File: src/rtl/lease_loader_pkg.sv
// Shared encodings for the lease table loader: command ops, table regions and FSM states.
package lease_loader_pkg;

  localparam logic [1:0] OP_LOAD  = 2'b00;
  localparam logic [1:0] OP_CLEAR = 2'b01;

  localparam logic [1:0] REG_ADDR   = 2'b00;
  localparam logic [1:0] REG_LEASE0 = 2'b01;
  localparam logic [1:0] REG_LEASE1 = 2'b10;
  localparam logic [1:0] REG_PROB   = 2'b11;

  // ST_CHECK is only reachable when the trailer checksum is built in.
  typedef enum logic [2:0] {
    ST_IDLE   = 3'd0,
    ST_LOAD   = 3'd1,
    ST_CLEAR  = 3'd2,
    ST_FINISH = 3'd3,
    ST_CHECK  = 3'd4
  } state_t;

endpackage

File: src/rtl/lease_loader_checksum.sv
// Wrap-around 32-bit sum of loaded words, compared against the trailer word.
// Instantiated by lease_table_loader only when LEASE_LOADER_CHECKSUM_EN is defined.
module lease_loader_checksum (
  input  logic        clock_i,
  input  logic        reset_i,
  input  logic        clear,
  input  logic        accumulate,
  input  logic [31:0] word,
  output logic        sum_match
);

  logic [31:0] sum_r;

  // Running sum: restarted on every accepted command, bumped on every loaded word.
  always_ff @(posedge clock_i) begin
    if (reset_i) begin
      sum_r <= 32'd0;
    end else if (clear) begin
      sum_r <= 32'd0;
    end else if (accumulate) begin
      sum_r <= sum_r + word;
    end else begin
      sum_r <= sum_r;
    end
  end

  // Trailer comparison is sampled by the loader in the same cycle it accepts the trailer.
  assign sum_match = (word == sum_r);

endmodule

File: src/rtl/lease_table_loader.sv
// Sequencer that fills the lease lookup table from a host word stream (LOAD) or sweeps it clean (CLEAR).
// Optional trailer checksum over loaded words: define LEASE_LOADER_CHECKSUM_EN.
module lease_table_loader
  import lease_loader_pkg::*;
#(
  parameter int N_ENTRIES = 128
) (
  input  logic                             clock_i,
  input  logic                             reset_i,
  input  logic                             cmd_valid_i,
  output logic                             cmd_ready_o,
  input  logic [1:0]                       cmd_op_i,
  input  logic [$clog2(N_ENTRIES):0]       cmd_count_i,
  input  logic                             data_valid_i,
  output logic                             data_ready_o,
  input  logic [31:0]                      data_i,
  output logic [$clog2(N_ENTRIES)+1:0]     table_addr_o,
  output logic                             table_wren_o,
  output logic                             table_rmen_o,
  output logic [31:0]                      table_data_o,
  output logic                             busy_o,
  output logic                             done_o,
  output logic                             err_o
);

  localparam int BW_ENTRIES    = $clog2(N_ENTRIES);
  localparam int BW_ADDR_SPACE = BW_ENTRIES + 2;

  localparam logic [BW_ENTRIES:0]   MAX_COUNT  = (BW_ENTRIES+1)'(N_ENTRIES);
  localparam logic [BW_ENTRIES:0]   ZERO_COUNT = {(BW_ENTRIES+1){1'b0}};
  localparam logic [BW_ENTRIES-1:0] IDX_ZERO   = {BW_ENTRIES{1'b0}};
  localparam logic [BW_ENTRIES-1:0] IDX_ONE    = BW_ENTRIES'(1);
  localparam logic [BW_ENTRIES-1:0] IDX_MAX    = BW_ENTRIES'(N_ENTRIES - 1);

  state_t                  state_r;
  logic [1:0]              region_r;
  logic [BW_ENTRIES-1:0]   index_r;
  logic [BW_ENTRIES-1:0]   last_idx_r;
  logic                    err_flag_r;

  logic                    cmd_fire_s;
  logic                    data_fire_s;
  logic                    count_ok_s;
  logic [BW_ENTRIES-1:0]   idx_last_s;

  assign cmd_fire_s  = cmd_valid_i & cmd_ready_o;
  assign data_fire_s = data_valid_i & data_ready_o;
  assign count_ok_s  = (cmd_count_i != ZERO_COUNT) && (cmd_count_i <= MAX_COUNT);
  // count == N_ENTRIES has zero low bits, so the subtraction wraps to N_ENTRIES-1 as intended.
  assign idx_last_s  = cmd_count_i[BW_ENTRIES-1:0] - IDX_ONE;

`ifdef LEASE_LOADER_CHECKSUM_EN
  logic sum_match_s;

  lease_loader_checksum u_checksum (
    .clock_i    (clock_i),
    .reset_i    (reset_i),
    .clear      (cmd_fire_s),
    .accumulate (data_fire_s && (state_r == ST_LOAD)),
    .word       (data_i),
    .sum_match  (sum_match_s)
  );
`endif

  // Command/stream sequencer; every output is registered alongside the state.
  always_ff @(posedge clock_i) begin
    if (reset_i) begin
      state_r      <= ST_IDLE;
      region_r     <= 2'b00;
      index_r      <= IDX_ZERO;
      last_idx_r   <= IDX_ZERO;
      err_flag_r   <= 1'b0;
      cmd_ready_o  <= 1'b1;
      data_ready_o <= 1'b0;
      table_addr_o <= {BW_ADDR_SPACE{1'b0}};
      table_wren_o <= 1'b0;
      table_rmen_o <= 1'b0;
      table_data_o <= 32'd0;
      busy_o       <= 1'b0;
      done_o       <= 1'b0;
      err_o        <= 1'b0;
    end else begin
      table_wren_o <= 1'b0;
      table_rmen_o <= 1'b0;
      done_o       <= 1'b0;
      err_o        <= 1'b0;
      case (state_r)
        ST_IDLE: begin
          if (cmd_fire_s) begin
            region_r    <= REG_ADDR;
            index_r     <= IDX_ZERO;
            last_idx_r  <= idx_last_s;
            cmd_ready_o <= 1'b0;
            busy_o      <= 1'b1;
            if ((cmd_op_i == OP_LOAD) && count_ok_s) begin
              state_r      <= ST_LOAD;
              data_ready_o <= 1'b1;
              err_flag_r   <= 1'b0;
            end else if (cmd_op_i == OP_CLEAR) begin
              // First remove strobe leaves with the acceptance edge so the sweep has no gap.
              state_r      <= ST_CLEAR;
              table_rmen_o <= 1'b1;
              table_addr_o <= {BW_ADDR_SPACE{1'b0}};
              err_flag_r   <= 1'b0;
            end else begin
              state_r    <= ST_FINISH;
              err_flag_r <= 1'b1;
            end
          end else begin
            state_r <= ST_IDLE;
          end
        end

        ST_LOAD: begin
          if (data_fire_s) begin
            table_wren_o <= 1'b1;
            table_addr_o <= {region_r, index_r};
            table_data_o <= data_i;
            if (index_r == last_idx_r) begin
              index_r  <= IDX_ZERO;
              region_r <= region_r + 2'd1;
              if (region_r == REG_PROB) begin
`ifdef LEASE_LOADER_CHECKSUM_EN
                state_r <= ST_CHECK;
`else
                state_r      <= ST_FINISH;
                data_ready_o <= 1'b0;
`endif
              end else begin
                state_r <= ST_LOAD;
              end
            end else begin
              index_r <= index_r + IDX_ONE;
            end
          end else begin
            state_r <= ST_LOAD;
          end
        end

        ST_CLEAR: begin
          if (index_r == IDX_MAX) begin
            state_r <= ST_FINISH;
          end else begin
            index_r      <= index_r + IDX_ONE;
            table_rmen_o <= 1'b1;
            table_addr_o <= {REG_ADDR, index_r + IDX_ONE};
          end
        end

`ifdef LEASE_LOADER_CHECKSUM_EN
        ST_CHECK: begin
          // Trailer word is consumed without touching the table.
          if (data_fire_s) begin
            state_r      <= ST_FINISH;
            data_ready_o <= 1'b0;
            err_flag_r   <= ~sum_match_s;
          end else begin
            state_r <= ST_CHECK;
          end
        end
`endif

        ST_FINISH: begin
          state_r     <= ST_IDLE;
          done_o      <= 1'b1;
          err_o       <= err_flag_r;
          cmd_ready_o <= 1'b1;
          busy_o      <= 1'b0;
        end

        default: begin
          state_r      <= ST_IDLE;
          cmd_ready_o  <= 1'b1;
          data_ready_o <= 1'b0;
          busy_o       <= 1'b0;
        end
      endcase
    end
  end

endmodule
File: config.mk
export PLATFORM = sky130hd
export DESIGN_NAME = lease_table_loader
export DESIGN_NICKNAME = d
export VERILOG_FILES = /design/src/rtl/lease_loader_pkg.sv /design/src/rtl/lease_loader_checksum.sv /design/src/rtl/lease_table_loader.sv
export SDC_FILE = /design/constraint.sdc
export NUM_CORES = 1
export LEC_CHECK = 0
export CAP_MARGIN = 30
export CORE_MARGIN = 5
export CORE_UTILIZATION = 25
export DETAILED_ROUTE_END_ITERATION = 16
export PLACE_DENSITY = 0.5
export SLEW_MARGIN = 40
export SYNTH_ARGS = -nofsm -noshare
export SYNTH_HDL_FRONTEND = slang
export SYNTH_SLANG_ARGS = --single-unit
export TNS_END_PERCENT = 10
File: constraint.sdc
create_clock -name clock_i -period 1.95 [get_ports clock_i]
set_clock_uncertainty 0.15 [all_clocks]
set_input_delay 0.39 -clock clock_i [delete_from_list [all_inputs] [get_ports clock_i]]
set_output_delay 0.39 -clock clock_i [all_outputs]
set_load 0.02 [all_outputs]
* Word-level counts from Yosys, hierarchy flattened
Index checks and enable logic that the tools add are counted.
Cells by class: equality and inequality tests 17, reduce and logical (&&, ||, !) cells 19, order comparisons 1, add/subtract/negate cells 3, muxes and demuxes 42, bitwise gates (word level) 6
Operators by type and width (count):
- 9-bit 2-to-1 mux | 5
- 7-bit 2-to-1 mux | 4
- 9-bit one-hot mux with 3 select lines | 1
- 7-bit one-hot mux with 3 select lines | 1
- 2-bit inequality test (second input constant) | 9
- 1-bit 2-to-1 mux | 16
- 3-bit 2-to-1 mux | 4
- 6-bit AND reduction | 2
- 2-bit 2-to-1 mux | 5
- 3-bit one-hot mux with 3 select lines | 1
- 8-bit less-or-equal comparator (second input constant) | 1
- 2-bit AND reduction | 4
- 4-bit AND reduction | 2
- 8-bit nonzero test | 1
- 2-bit OR reduction | 4
- 7-bit by 1-bit adder with 7-bit output (second input constant) | 1
- 7-bit equality test | 1
- 7-bit equality test (second input constant) | 1
- 7-bit by 1-bit subtractor with 7-bit output (second input constant) | 1
- 3-bit by 2-bit equality test with 1-bit output (second input constant) | 2
- 1-bit one-hot mux with 2 select lines | 3
- 1-bit inverter | 4
- 2-bit one-hot mux with 2 select lines | 1
- 3-bit by 1-bit equality test with 1-bit output (second input constant) | 1
- other kinds (11) | 13
Word-level totals: output and inout bits 48, flip-flop bits (word level) 68, logic and storage cells 102, input port bits 46

* Depth between registers and ports, before layout
Gate-level depths: netlist (run 1).
depth in word-level cells 6, depth in mapped cells 9

* Worst setup path after synthesis (run 1)
Ideal clock, no wire load.
path kind flip-flop to flip-flop, start register index_r[1], end register table_addr_o[5], arrival 1.735 ns, clock period less this slack 1.977 ns, slack -0.027 ns, library setup time 0.092 ns, data required time 1.708 ns, cell stages (with the launch flop) 7, cell sequence dfxtp_1 -> ha_1 -> nand3_1 -> or3_1 -> and3_1 -> buf_2 -> o32ai_1
On the way: word-level cells in the longest chain between the ends 3, elaborated cells on any way between the ends 6
Ends and longest elaborated chain:
- start, declared | RTL line lease_table_loader.sv:37 | logic [BW_ENTRIES-1:0] index_r;
- start signal, assigned | RTL line lease_table_loader.sv:133 | index_r <= index_r + IDX_ONE;
- start signal, assigned | RTL line lease_table_loader.sv:144 | index_r <= index_r + IDX_ONE;
- 7-bit by 1-bit adder with 7-bit output / 7-bit equality test (equally long branches) | RTL line lease_table_loader.sv:146, lease_table_loader.sv:141
- 9-bit 2-to-1 mux / 2-bit inequality test (equally long branches)
- 9-bit one-hot mux with 3 select lines / 6-bit AND reduction (equally long branches)
- end signal, assigned | RTL line lease_table_loader.sv:103 | table_addr_o <= {BW_ADDR_SPACE{1'b0}};
- end signal, assigned | RTL line lease_table_loader.sv:117 | table_addr_o <= {region_r, index_r};
- end signal, assigned | RTL line lease_table_loader.sv:146 | table_addr_o <= {REG_ADDR, index_r + IDX_ONE};
- end, declared | RTL line lease_table_loader.sv:17 | output logic [$clog2(N_ENTRIES)+1:0] table_addr_o,
Parallel ways exist; a longest one is shown, timed or not. The select of a mux whose other input is x is not followed. A chain may end at the register's enable or synchronous reset.

* Final worst setup path (run 1)
start register state_r[0], end register data_ready_o
On the way: word-level cells in the longest chain between the ends 4, elaborated cells on any way between the ends 13
Ends and longest elaborated chain:
- start, declared | RTL line lease_table_loader.sv:35 | state_t state_r;
- start signal, assigned | RTL line lease_table_loader.sv:68 | state_r <= ST_IDLE;
- start signal, assigned | RTL line lease_table_loader.sv:96 | state_r <= ST_LOAD;
- start signal, assigned | RTL line lease_table_loader.sv:101 | state_r <= ST_CLEAR;
- 3-bit by 2-bit equality test with 1-bit output | RTL line lease_table_loader.sv:87 | case (state_r)
- 2-bit OR reduction (no source line)
- 1-bit inverter (no source line)
- 6-bit AND reduction (no source line)
- end signal, assigned | RTL line lease_table_loader.sv:74 | data_ready_o <= 1'b0;
- end signal, assigned | RTL line lease_table_loader.sv:97 | data_ready_o <= 1'b1;
- end signal, assigned | RTL line lease_table_loader.sv:127 | data_ready_o <= 1'b0;
- end, declared | RTL line lease_table_loader.sv:15 | output logic data_ready_o,
Parallel ways exist; a longest one is shown, timed or not.

==> results of run 1 <==
## worst max-delay path by stage
stage	from	end	slack [ns]
detailed placement	cmd_count_i[0]	data_ready_o$_SDFFE_PP0P_	-0.38
floorplan	state_r[0]$_SDFFE_PP0P_	table_addr_o[5]$_SDFFE_PP0P_	0.05
global placement	cmd_count_i[0]	data_ready_o$_SDFFE_PP0P_	-0.36
finish	state_r[0]$_SDFFE_PP0P_	data_ready_o$_SDFFE_PP0P_	0.03
global route	state_r[0]$_SDFFE_PP0P_	data_ready_o$_SDFFE_PP0P_	-0.04
CTS	cmd_count_i[0]	state_r[1]$_SDFFE_PP0P_	0.01
## registers in the layout, indices dropped and copies added (netlist names)
signal and cells:
err_o 1, cmd_ready_o 1, err_flag_r 1, region_r 2, table_addr_o 9, table_wren_o 1, busy_o 1, state_r 2
table_rmen_o 1, table_data_o 32, index_r 7, done_o 1, last_idx_r 7, data_ready_o 1
## through the flow
step                      hold WS [ns]  cell area (sq um)
after floorplan                  0.281               3060
after global placement           0.291               4420
after detailed placement         0.298               4420
after CTS                        0.294               4730
after global routing             0.260               4860
final                            0.236               4860
## critical path: cells and delay by family (launching register included)
family | cells | cell delay (ns)
simple gates | 2 | 0.64
buf+inv | 1 | 0.12
fa+ha+maj | 1 | 0.15
flops | 1 | 0.33
compound gates | 3 | 0.42
## kinds of logic (layout without fill, tap and decap cells)
group,count (synthesis),after routing
simple gates,161,161
compound gates,90,90
flops,67,67
buf+inv,39,173
xor+xnor,12,12
fa+ha+maj,8,8
mux,5,5
## Yosys cell counts (all sizes together) (2+ instances only)
master / instances
and2: 4
nor3: 7
ha: 8
o211ai: 2
nand3: 21
mux2i: 5
nand4b: 2
nor4: 3
nor2b: 2
nand2: 88
inv: 11
dfxtp: 67
clkbuf: 22
or3: 3
nand4: 4
nor2: 14
o21ai: 9
a211oi: 8
a21oi: 53
nand2b: 3
and3: 7
a41oi: 2
o31ai: 2
xnor2: 4
buf: 6
xor2: 8
a21bo: 2
a31oi: 5
## per-layer routing
layer / global-route usage [%] / up-vias / routed length [microns]
met2: 20.4 / 90 / 4240
met1: 15.8 / 1402 / 4130
met4: 6.52 / 0 / 217
li1: - / 1567 / -
met3: 2.71 / 18 / 481
met5: 0 / - / 0
## timing repair
| action | CTS | global route |
|---|---|---|
| setup endpoints to repair | 12 | 20 |
| buffers inserted | 0 | 5 |
| pin swaps | 0 | 5 |
| resized for setup | 4 | 24 |
## power groups by stage
| stage | combinational [mW] | clock [mW] | sequential (mW) |
|---|---|---|---|
| after floorplan | 0.955 | 0 | 1.66 |
| after global placement | 1.81 | 0 | 1.62 |
| after detailed placement | 1.82 | 0 | 1.62 |
| after CTS | 1.84 | 1.70 | 1.59 |
| after global routing | 2.20 | 1.76 | 1.61 |
| final | 2.01 | 1.63 | 1.60 |
## area by class of cell
type	instances	area (sq um)
clock buffers	11	243
flip-flops and latches	67	1350
well taps	147	184
multi-input cells	276	1620
clock inverters	5	62.6
repair buffers	146	1360
inverters	11	45.0
fillers	1231	7150
==> results by stage, run 1 <==
Setup path:
- The largest individual stage delay along the critical path comes from the cell or4_1.
- The endpoint of the worst register-to-register path is data_ready_o$_SDFFE_PP0P_.
- The worst reg-to-reg path cell count is 7.
- The worst stage delay on the critical path is 0.51 ns.
- Data on the critical path is required at its endpoint by 2.02 ns.
- Walking the worst path, the cells encountered are buf_6, ha_4, a21bo_4, and2_4, o211ai_1, or4_1, o211a_1.
- The startpoint of the lowest-slack register-to-register path is state_r[0]$_SDFFE_PP0P_.
- For the worst setup path, the data arrival time is 1.99 ns.
- The critical path startpoint category is a flip-flop.
- Of all nets on the critical path, the largest fanout is 3.
- The worst reg-to-reg setup slack is 0.03 ns.
- The element type at the critical path end is a flip-flop.
- The kind of critical path is reg2reg.

Routing:
- The first-pass iteration count of the detailed router is 4.
- The mean number of vias per cell is 4.64.
- The count of nets left with antenna violations once routing finished came out at 0.
- In this run, the number of DRC markers left after iteration 0 of detailed routing was 106.
- Summed over all layers, the routed wires come to 9070 microns.
- In the routed design, unresolved DRC markers number 0.
- The final route contains 3077 vias.
- After detailed routing, the average wire length per cell comes to 13.7 microns.

Global route:
- For this run the aggregate overflow at the end of global routing stands at 0.
- The initial antenna violation count is 0.
- The first global-routing pass estimated 14800 microns of wire.
- The pin count of the biggest net entering global routing is 34.
- Global routing used 12.6% of the available tracks.
- The number of global-route vias before repair came to 3011.

Timing:
- The final setup slack of the worst path is 0.0300 ns.
- Derived from the worst setup path, the maximum achievable clock frequency is 0.521 GHz.
- The final total negative setup slack is 0 ns.
- The actual slew at the worst max-slew pin is 0.360 ns.
- The count of endpoints failing setup in the final report is 0.
- The worst slew margin relative to its limit is 76.0%.
- The max-slew violation total from the final report is 0.
- The minimum clock period after layout is 1.92 ns.
- The final worst-path cycle share is 98.5%.
- Setup repair after global routing could not meet its margin everywhere.
- The final count of hold timing violations is 0.

Worst hold path:
- The launch point of the worst hold path is cmd_count_i[0].
- Along the worst hold path, the cell count comes to 3.
- The type of the most critical hold path is in2reg.
- The endpoint of the worst hold path is last_idx_r[0]$_SDFFE_PP0P_.

Placement:
- The placed wire-length estimate is 6780 microns.
- The number of placed instances with taps included is 642.
- The count of buffers from port buffering is 93.
- Before CTS, the worst setup slack after placement is -0.380 ns.
- The placer congestion estimate is 0.908.

Power:
- The relative contribution of sequential cells to total power is 30.5%.
- In this run the power density over the cells is 1080 nW/um^2.
- The fraction of power consumed by the clock network is 31.1%.
- In this run the static leakage power is 1.80 nW.
- The internal power summed over all cells is 3.52 mW.
- The switching part of the total is 32.9%.
- Combinational logic is responsible for 38.4% of the overall power.
- The completed layout was analyzed and its total power is 5.24 mW.
- In this run the power spent charging and discharging nets is 1.72 mW.
- The worst-case IR drop observed on VDD is 0.362 mV.

Synthesis:
- The synthesized netlist contains 46 unique library cells.
- In this run, synthesis produced a sequential element count of 67.
- In the synthesized netlist, mux cells make up 1.64% of the area.
- Yosys attributes the largest share of cell area to dfxtp_1, nand2_1, a21oi_1.
- The compound-cell area share of the yosys netlist is 17.5%.
- The post-synthesis adder-cell area fraction is 3.28%.
- The summed instance area of the synthesized netlist is 3050 sq um.
- dfxtp_1 takes more of the synthesized area than any other cell.
- The warning count from the yosys run is 0.
- After Yosys synthesis, XOR and XNOR cells account for 3.69% of the synthesized area.
- Synthesis produced a netlist with a net count of 436.
- Dividing the synthesized area by the synthesized cell count gives 7.99 sq um.
- In this run the biggest area consumer among cell types represents 43.9% of the synthesized area.
- For this run, asynchronously set or reset flops after synthesis account for 0%.
- Counting flops with a built-in enable in the synthesized netlist gives 0.
- In the synthesized netlist the dominant register cell turns out to be dfxtp_1.
- The number of instances in the synthesized netlist is 382.
- The basic-gate share of the synthesized area counting and, or, nand and nor cells is 24.3%.
- After synthesis, the largest family of logic cells by area is simple AND/OR/NAND/NOR gates.
- Sequential elements use 43.9% of the synthesized area.

Floorplanning:
- Once the floorplan was initialized, standard cells occupied 25.4% of the core.
- The floorplan step set the die width to 121 microns.
- The initialized floorplan defines 40 standard-cell rows.
- The die area is 14500 sq um.
- The vertical die dimension is 121 microns.
- The number of I/O pins is 94.
- The floorplan core area is 12000 sq um.

Clock network:
- The clock latency on the worst-skew pair is 0.33 ns.
- The H-tree generated during clock tree synthesis spans 3 levels.
- The total of hold buffers inserted after clock tree synthesis is 0.
- The master cell of the clock root buffer is clkbuf_16.
- CTS saw 67 sinks.
- The clock tree from TritonCTS is built.
- The clock buffer count from CTS is 9.
- After clock tree synthesis, the clock-pin slew on the worst setup and hold paths is 0.05 ns.
- The deepest clock path buffer count is 2.

Finish:
- The share of layout cells above drive strength 1 is 18.4%.
- The non-filler instance count after layout is 663.
- The count of nets after finishing is 565.
- The antenna cell count is 0.
- The growth of design area from synthesis to finish is 59.2%.
- Leaving out fill and tap cells, the most frequent cells in the layout are nand2_1, clkdlybuf4s50_1, dfxtp_1.
- At the end of the flow the core is filled with cells to 40.5%.

Run status:
- The flow ran to the end, and the final reports show no timing, DRC or antenna violations.

Flow run:
- Max-cap violations in this run came to 0.
Power figures use the tool's default switching activity.
==> inputs of run 2 (changes only) <==
--- a/config.mk
+++ b/config.mk
@@ -5,11 +5,11 @@
 export SDC_FILE = /design/constraint.sdc
 export NUM_CORES = 1
 export LEC_CHECK = 0
-export CAP_MARGIN = 30
+export CAP_MARGIN = 20
 export CORE_MARGIN = 5
-export CORE_UTILIZATION = 25
+export CORE_UTILIZATION = 40
 export DETAILED_ROUTE_END_ITERATION = 16
-export PLACE_DENSITY = 0.5
+export PLACE_DENSITY = 0.73
 export SLEW_MARGIN = 40
 export SYNTH_ARGS = -nofsm -noshare
 export SYNTH_HDL_FRONTEND = slang
==> results by stage, run 2 (same netlist as run 1, synthesis figures left out) <==
Clock network:
- TritonCTS built the clock tree.
- The deepest clock path buffer count came to 2 (unchanged).
- The clock buffer count from CTS came to 9 (unchanged).
- The depth of the CTS H-tree came to 3 (unchanged).
- The master cell of the clock root buffer is clkbuf_8.
- The clock latency on the worst-skew pair is 0.34 ns (about the same).
- The total of hold buffers inserted after clock tree synthesis is 0 (unchanged).
- The clock slew at the register clock pins of the worst setup and hold paths is 0.07 ns (+0.02 ns).
- The total clock sinks is 67 (unchanged).

Timing:
- The final worst-path cycle share came to 98.8% (+0.38 points).
- The final setup slack of the worst path is 0.0227 ns (-0.00734 ns).
- The highest clock rate is 0.519 GHz (-0.38%).
- The worst slew margin relative to its limit was 70.9% (-5.1 points).
- The worst slack on hold paths was 0.304 ns (+0.0682 ns).
- The minimum clock period after layout is 1.93 ns (+0.00734 ns).
- The final count of hold timing violations is 0 (unchanged).
- The max-slew violation total from the final report was 0 (unchanged).
- The count of endpoints failing setup in the final report is 0 (unchanged).
- Setup repair after global routing could not meet its margin everywhere.
- The actual slew at the worst max-slew pin was 0.437 ns (+0.0768 ns).
- The final total negative setup slack was 0 ns (unchanged).

Worst hold path:
- The startpoint identified for the worst hold timing path is table_addr_o[4]$_SDFFE_PP0P_.
- The type of the most critical hold path is reg2reg.

Routing:
- The number of design-rule violations left by the first detailed-router iteration is 134 (+26%).
- The final routed DRC violation total is 0 (unchanged).
- The mean number of vias per cell is 4.98 (+7.4%).
- The post-detailed-route wirelength per cell came to 13.4 microns (-2.2%).
- The first-pass iteration count of the detailed router is 4 (unchanged).
- The total wire length after detailed routing was 8070 microns (-11%).
- The total number of vias is 3010 (-2.2%).
- The count of antenna-violating nets left after detailed routing is 0 (unchanged).

Power:
- The total power per unit cell area is 1000 nW/um^2 (-7.1%).
- The leakage power total is 1.69 nW (-6.3%).
- The total power is 4.56 mW (-13%).
- The maximum resistive drop on vdd is 0.591 mV (+64%).

Finish:
- The footprint of the multi-input gates is 1580 sq um (-2.8%).
- The share of the core filled with cells in the final layout is 62.2% (+22 points).
- The number of flip-flops in the largest register is 32 (unchanged).
- The count of nets after finishing is 554 (-1.9%).
- The library cell used most frequently in the layout, excluding fill and tap cells, is clkdlybuf4s50_1.
- The total of fill cells in the finished design came to 632 (-49%).
- table_data_o holds more flip-flops than any other register.
- The largest registers in the layout are table_data_o x32, table_addr_o x9.
- The antenna cell count is 0 (unchanged).
- The post-route standard cell area excluding fillers is 4560 sq um (-6.2%).
- The area used by sequential logic in the layout came to 1350 sq um (about the same).
- Leaving out fill and tap cells, the most frequent cells in the layout are clkdlybuf4s50_1, nand2_1, dfxtp_1.
- The share of layout cells above drive strength 1 is 15.4% (-3.0 points).
- The non-filler instance count after layout is 604 (-8.9%).
- The area growth from synthesis to layout is 49.3%.

Setup path:
- The required arrival time at the worst endpoint was 2.04 ns (+0.02 ns).
- The kind of critical path is reg2reg.
- Tracing the worst setup path back leads to its startpoint at state_r[0]$_SDFFE_PP0P_.
- The critical path startpoint category is a flip-flop.
- The worst register-to-register path begins at state_r[0]$_SDFFE_PP0P_.
- The data arrival time at the worst-slack endpoint is 2.01 ns (+0.02 ns).
- The highest net fanout along the worst path is 3 (unchanged).
- The element type at the critical path end is a flip-flop.

Global route:
- The initial antenna violation count is 0 (unchanged).
- The pin count of the biggest net entering global routing is 34 (unchanged).
- The overall fraction of global-route tracks in use is 17.2% (+4.6 points).
- The number of global-route vias before repair is 2932 (-2.6%).
- The residual overflow from global routing is 0 (unchanged).
- The global-route wire length before repair is 13700 microns (-7.6%).

Run status:
- The run finished with clean final reports.

Placement:
- The instance area at placement is 4320 sq um (-2.4%).
- The placed wire-length estimate came to 6140 microns (-9.3%).
- The number of placed instances with taps included is 588 (-8.4%).
- The count of buffers from port buffering is 93 (unchanged).
- The pre-CTS setup slack was -0.356 ns (+0.0249 ns).
- The placer congestion estimate is 0.933 (+2.7%).

Floorplanning:
- The number of rows in the core area is 31 (-23%).
- The initial core utilization came to 41.6% (+16 points).
- The floorplan core area was 7330 sq um (-39%).
- The number of I/O pins came to 94 (unchanged).
- The vertical die dimension is 97.4 microns (-19%).
- The die boundary width came to 97.4 microns (-19%).
- The die area is 9480 sq um (-35%).

Flow run:
- The reported max-cap violation count is 0 (unchanged).
## run 2: path summary, 6_finish.rpt
kind	slack, ns	end	depth (start not counted)
min reg2reg	0.30	table_addr_o[4]$_SDFFE_PP0P_	2
min	0.30	table_addr_o[4]$_SDFFE_PP0P_	2
max reg2reg	0.02	data_ready_o$_SDFFE_PP0P_	7
max	0.02	data_ready_o$_SDFFE_PP0P_	7
## run 2: final cells by class
| type | instances | area share (%) |
|---|---|---|
| inverter | 11 | 0.906 |
| multi-input combinational | 276 | 34.6 |
| clock inverter | 6 | 1.43 |
| timing repair buffer | 135 | 27.8 |
| clock buffer | 10 | 3.02 |
| tap | 99 | 2.72 |
| sequential | 67 | 29.5 |
## run 2: worst max-delay path, cell delays in order, from the launching register on
cell	delay, ns
dfxtp_1	0.31
buf_4	0.14
ha_1	0.19
a21bo_2	0.21
and2_1	0.15
o211ai_1	0.11
or4_1	0.43
o211a_1	0.14
## run 2: power breakdown
part / leakage, nW / internal (mW) / switching [mW]
sequential: 0.544 / 1.49 / 0.0845
clock: 0.102 / 0.625 / 0.542
combinational: 1.04 / 0.867 / 0.951
total: 1.69 / 2.99 / 1.58
## run 2: per-layer routing
metal / routed length, microns / GRT usage [%]
met5: 0 / 0
met4: 92 / 4.47
met1: 3700 / 21.7
met3: 527 / 5.74
met2: 3760 / 28.1
## run 2: repair_timing
item	in CTS	in global routing
cloned	0	0
resized for setup	2	12
buffers inserted	0	0
setup endpoints to repair	4	19
